<file path="config.mk">
export PLATFORM = sky130hd
export DESIGN_NAME = div_err_monitor
export DESIGN_NICKNAME = d
export VERILOG_FILES = /design/src/rtl/div_err_monitor.sv
export SDC_FILE = /design/constraint.sdc
export NUM_CORES = 1
export LEC_CHECK = 0
export CAP_MARGIN = 40
export CORE_ASPECT_RATIO = 1.5
export CORE_MARGIN = 4
export CORE_UTILIZATION = 49
export DETAILED_ROUTE_END_ITERATION = 10
export PLACE_DENSITY_LB_ADDON = 0.08
export RECOVER_POWER = 100
export SETUP_SLACK_MARGIN = 0.02
export SLEW_MARGIN = 5
export SYNTH_ARGS = -nofsm -noshare
export SYNTH_HDL_FRONTEND = slang
export SYNTH_SLANG_ARGS = --single-unit
</file>
<file path="constraint.sdc">
create_clock -name clk -period 6.25 [get_ports clk]
set_input_delay 1.875 -clock clk [delete_from_list [all_inputs] [get_ports clk]]
set_output_delay 1.875 -clock clk [all_outputs]
set_load 0.03 [all_outputs]
</file>
<file path="src/rtl/div_err_monitor.sv">
// rtl/div_err_monitor.sv - exact-vs-approximate 16/8 divider error statistics (option: DIV_ERR_REM_CHECK_EN)
module div_err_monitor #(
   parameter int ACC_W = 40,
   parameter int CNT_W = 24
) (
   input  logic             clk,
   input  logic             rst,
   input  logic             in_valid,
   output logic             in_ready,
   input  logic [15:0]      in_n,
   input  logic [7:0]       in_d,
   input  logic [7:0]       in_q,
   input  logic [7:0]       in_r,
   input  logic             clear,
   output logic             err_valid,
   output logic [7:0]       err_abs,
   output logic [ACC_W-1:0] sse,
   output logic [CNT_W-1:0] count,
   output logic [CNT_W-1:0] skip_cnt,
   output logic [7:0]       max_err,
   output logic [CNT_W-1:0] rem_mismatch_cnt
);

   localparam int SUM_W = ((ACC_W > 16) ? ACC_W : 16) + 1;

   typedef enum logic [1:0] {IDLE, DIV, ACC, SKIP} state_t;

   state_t           state, state_nxt;
   logic             accept, reject;
   logic [7:0]       p, n_lo, d_lat, q_lat, quot;
   logic [2:0]       iter;
   logic [8:0]       p_sh;
   logic             ge;
   logic [7:0]       p_nxt;
   logic [7:0]       e;
   logic [15:0]      sq;
   logic [SUM_W-1:0] sse_sum;
   logic             sse_ovf;

   assign in_ready = (state == IDLE) && !clear;
   assign accept   = in_valid && in_ready;
   assign reject   = (in_d == 8'd0) || (in_n[15:8] >= in_d);

   // The partial remainder never reaches d, so 8 stored bits suffice between iterations.
   assign p_sh  = {p, n_lo[7]};
   assign ge    = p_sh >= {1'b0, d_lat};
   assign p_nxt = ge ? 8'(p_sh - {1'b0, d_lat}) : p_sh[7:0];

   assign e       = (quot >= q_lat) ? (quot - q_lat) : (q_lat - quot);
   assign sq      = {8'd0, e} * {8'd0, e};
   assign sse_sum = SUM_W'(sse) + SUM_W'(sq);
   assign sse_ovf = |sse_sum[SUM_W-1:ACC_W];

   always_ff @(posedge clk or posedge rst) begin
      if (rst) state <= IDLE;
      else     state <= state_nxt;
   end

   always_comb begin
      state_nxt = state;
      case (state)
         IDLE:    if (accept) state_nxt = reject ? SKIP : DIV;
         DIV:     if (iter == 3'd7) state_nxt = ACC;
         ACC:     state_nxt = IDLE;
         SKIP:    state_nxt = IDLE;
         default: state_nxt = IDLE;
      endcase
      if (clear) state_nxt = IDLE;
   end

   always_ff @(posedge clk or posedge rst) begin
      if (rst) begin
         p         <= '0;
         n_lo      <= '0;
         d_lat     <= '0;
         q_lat     <= '0;
         quot      <= '0;
         iter      <= '0;
         err_valid <= 1'b0;
         err_abs   <= '0;
         sse       <= '0;
         count     <= '0;
         skip_cnt  <= '0;
         max_err   <= '0;
      end else begin
         err_valid <= 1'b0;
         if (clear) begin
            err_abs  <= '0;
            sse      <= '0;
            count    <= '0;
            skip_cnt <= '0;
            max_err  <= '0;
         end else begin
            case (state)
               IDLE: if (accept) begin
                  p     <= in_n[15:8];
                  n_lo  <= in_n[7:0];
                  d_lat <= in_d;
                  q_lat <= in_q;
                  quot  <= '0;
                  iter  <= '0;
               end
               DIV: begin
                  p    <= p_nxt;
                  n_lo <= {n_lo[6:0], 1'b0};
                  quot <= {quot[6:0], ge};
                  iter <= iter + 3'd1;
               end
               ACC: begin
                  err_abs   <= e;
                  err_valid <= 1'b1;
                  sse       <= sse_ovf ? '1 : sse_sum[ACC_W-1:0];
                  if (count != '1) count <= count + CNT_W'(1);
                  if (e > max_err) max_err <= e;
               end
               SKIP: if (skip_cnt != '1) skip_cnt <= skip_cnt + CNT_W'(1);
               default: ;
            endcase
         end
      end
   end

`ifdef DIV_ERR_REM_CHECK_EN
   logic [7:0] r_lat;

   always_ff @(posedge clk or posedge rst) begin
      if (rst) begin
         r_lat            <= '0;
         rem_mismatch_cnt <= '0;
      end else if (clear) begin
         rem_mismatch_cnt <= '0;
      end else begin
         if (accept) r_lat <= in_r;
         if (state == ACC && p != r_lat && rem_mismatch_cnt != '1)
            rem_mismatch_cnt <= rem_mismatch_cnt + CNT_W'(1);
      end
   end
`else
   logic unused_r;
   assign unused_r         = ^in_r;
   assign rem_mismatch_cnt = '0;
`endif

endmodule

</file>
==> flow_summary.toml <==
[status]
outcome = "finished with violations"
failed_checks = "capacitance limit, slew limit, setup timing"

[critical_path]
crit_slowest_cell = "sky130_fd_sc_hd__fa_1"
worstSetupStartpointType = "flip-flop"
critPathMaxStageDelay_ps = 550
timing.critical_path.fanout_max = 8
reg2reg_setup_slack_ps = -260
critPathCaptureType = "flip-flop"
path_class = "flip-flop to flip-flop"
timing.reg2reg.worst_path_depth = 29
regToRegStartpoint = "quot[0]$_DFFE_PP0P_"
worstReg2RegEnd = "sse[39]$_DFFE_PP0P_"
path_delay_family = "adder cells"
worstPathArrival_ps = 6820
worstPathRequired_ps = 6560
worstPathBufferInverterCount = 8

[timing]
setup_violations = 38
hold_fails_final_rpt = 0
hold_slack_ps = 480
relative_max_transition_margin_pct = -46.2
final_max_slew_viol_count = 46
setup-tns-final_ps = -5650
finClkSkew_ps = 11.1
postLayoutSetupSlackWorst_ps = -263
tightest_slew_ps = 2180
rsz0062_at_grt = "true"
final_min_period_over_clock_period_pct = 104
layout_min_cycle_time_ps = 6510
maximum_operating_frequency_ghz = 0.154

[synthesis]
synth_enable_flop_cells = 0
synth.area.mux_share_pct = 1.84
synthDistinctLibCells = 63
synth.yosys.seq_area_share_pct = 35.6
yosys.area_share.adder_pct = 17.8
synth_top_family_by_area = "adder cells"
synth-xor-area-share_pct = 6.38
synth_flop_cell = "sky130_fd_sc_hd__dfrtp_1"
synth-warning-count = 0
post_synth_inst_count = 1157
synth-async-reset-ratio_pct = 100
yosys_register_bits = 150
synth_area_um2 = 10500
syn_area_per_cell_um2 = 9.10
synth-simple-area-share_pct = 15.4
synth_compound_gate_area_share_pct = 14.5

[global_route]
grt_max_degree = 75
grt_first_pass_wirelength_um = 45600
grt_use_total_pct = 23.5
grt_overflow_total = 0
grt_antenna_before_repair = 0
first_global_vias = 9374

[die]
rows = 65
dieArea_um2 = 24000
core_outline_area_um2 = 21100
die_h_um = 188
initial_core_util_pct = 50.0
dieWidth_um = 128
top_level_ports = 174

[clock_tree]
cts.clk_slew.worst_paths_ps = 70
clock_tree_from_tritoncts = "yes"
cts_htree_levels = 4
clockRootBuffer = "sky130_fd_sc_hd__clkbuf_16"
cts_made_buffers = 17
maximum_buffer_depth_of_the_clock_tree = 2
clock_insertion_delay_worst_skew_ps = 440
numClockSinks = 150
post_cts_hold_buffer_count = 0

[run]
max-cap-violations = 1

[cells_and_area]
filler_cell_count_in_the_final_layout = 1635
final_layout_size_suffix_gt1_share_pct = 21.1
number_of_nets_at_the_end_of_the_flow = 1590
area_growth_pct = 37.8
num_antenna_cells = 0

[route]
postRouteWirelength_um = 27800
route.met3.wl_um = 935
top_signal_layer_used = "met4"
dr_total_vias = 9094
post-route-drc-count = 0
ant_nets = 0
drt-pass1-iter-count = 5
iteration_0_drc_count_of_the_detailed_router = 391
met2_length_um = 15400
mean_number_of_vias_per_cell = 5.35
route.layer.met1.wl_um = 10900
wl_per_cell_um = 16.3

[placement]
gp_congestion = 0.868
io_buffer_count = 141
hpwlAfterDp_um = 20000

[min_path]
hold_end = "n_lo[4]$_DFFE_PP0P_"
hold_removal_path_class = "flip-flop to flip-flop"
hold_path_depth = 2
hold_wc_startpoint = "n_lo[4]$_DFFE_PP0P_"
## cells in the mapped netlist (all sizes together), types with 5 or more instances
master	number	area share [%]
a211oi	11	0.83
a21o	21	1.5
a21oi	46	2.3
a311oi	7	0.58
a31oi	18	1.1
and2	5	0.30
and3	15	0.89
and4	9	0.75
buf	30	2.1
clkbuf	34	1.2
dfrtp	150	36
fa	40	7.6
ha	85	10
inv	142	5.1
mux2i	16	1.5
nand2	87	3.1
nand2b	8	0.55
nand3	33	1.6
nand4	14	0.83
nor2	103	3.7
nor2b	10	0.59
nor3	15	0.76
nor3b	7	0.50
nor4	13	0.89
o21a	6	0.50
o21ai	97	4.6
o22ai	10	0.59
o2bb2ai	9	0.81
or3	11	0.65
xnor2	39	3.4
xor2	36	3.0
## cells in the final DEF (no fill, tap or decap), drive strengths merged, types with 7 or more instances in the layout
master / instances
nand3: 33
and3: 15
a211oi: 11
inv: 144
xor2: 36
ha: 85
or3: 11
nand2: 88
o2bb2ai: 9
a31oi: 18
mux2i: 16
fa: 40
buf: 145
nand4: 14
a21o: 21
nor3: 15
conb: 24
nor2b: 10
dfrtp: 150
clkbuf: 21
nor2: 103
a311oi: 7
nor3b: 7
o21ai: 97
clkdlybuf4s50: 139
xnor2: 39
a21oi: 46
nand2b: 8
nor4: 13
and4: 9
o22ai: 10
## what timing repair did
action / CTS / global route
gates cloned: 1 / 1
pin swaps: 72 / 40
endpoints found under the setup margin: 40 / 40
setup buffers: 27 / 9
resized for setup: 86 / 51
## cell type report
type	instances	area, um^2	share of cell area, %
inverter	142	542	3.73
multi-input combinational	825	6690	46.1
tap	268	335	2.31
timing repair buffer	285	2640	18.2
sequential	150	3750	25.9
clock inverter	10	96.3	0.664
clock buffer	21	460	3.17
## through the flow
step / utilization, % / setup slack [ps] / cell area (um^2) / instances
floorplan: - / -1.57 / 10800 / 1180
finish: 68.9 / -263 / 14500 / 1701
global placement: 61.5 / -492 / 13000 / 1631
detailed placement: 61.9 / -515 / 13000 / 1634
CTS: 67.4 / -203 / 14200 / 1691
global route: 68.9 / -570 / 14500 / 1701
## routing by layer
metal | global-route usage (%) | vias to the layer above
met1 | 27.3 | 4465
li1 | - | 4404
met5 | 0 | -
met2 | 43.4 | 176
met4 | 7.43 | 0
met3 | 3.96 | 49
## sequential cells by signal, summed over array words and instances, names as in the netlist
register and count:
iter 3, d_lat 8, q_lat 8, quot 8, err_valid 1, n_lo 8
err_abs 8, state 2, count 24, skip_cnt 24, p 8, max_err 8
sse 40
## kinds of logic (layout without fill, tap and decap cells)
family                   Yosys count  after routing
AO/OA/AOI/OAI                    245            245
XOR/XNOR                          75             75
adder cells (fa/ha/maj)          126            126
buffers and inverters            206            458
flip-flops                       150            150
multiplexers                      19             19
other                              1             24
AND/OR/NAND/NOR                  335            336
## worst max path at each step
stage	endpoint	slack (ps)	startpoint	cells past startpoint
global placement	sse[23]$_DFFE_PP0P_	-490	quot[0]$_DFFE_PP0P_	31
floorplan	sse[39]$_DFFE_PP0P_	-2	quot[0]$_DFFE_PP0P_	27
CTS	sse[36]$_DFFE_PP0P_	-200	quot[0]$_DFFE_PP0P_	33
detailed placement	sse[27]$_DFFE_PP0P_	-510	quot[0]$_DFFE_PP0P_	31
global route	sse[32]$_DFFE_PP0P_	-570	quot[0]$_DFFE_PP0P_	32
finish	sse[39]$_DFFE_PP0P_	-260	quot[0]$_DFFE_PP0P_	29
## worst reg2reg max path: cells and delay by family, from the launching register on
kind / cells / cell delay [ps]
mux: 1 / 230
flops: 1 / 380
simple gates: 4 / 500
buf+inv: 8 / 860
xor+xnor: 2 / 480
fa+ha+maj: 7 / 2800
compound gates: 7 / 1150
Power is left out: the tool's default activity adds up to more than one toggle a clock period on the data nets, which glitch-free logic cannot reach.
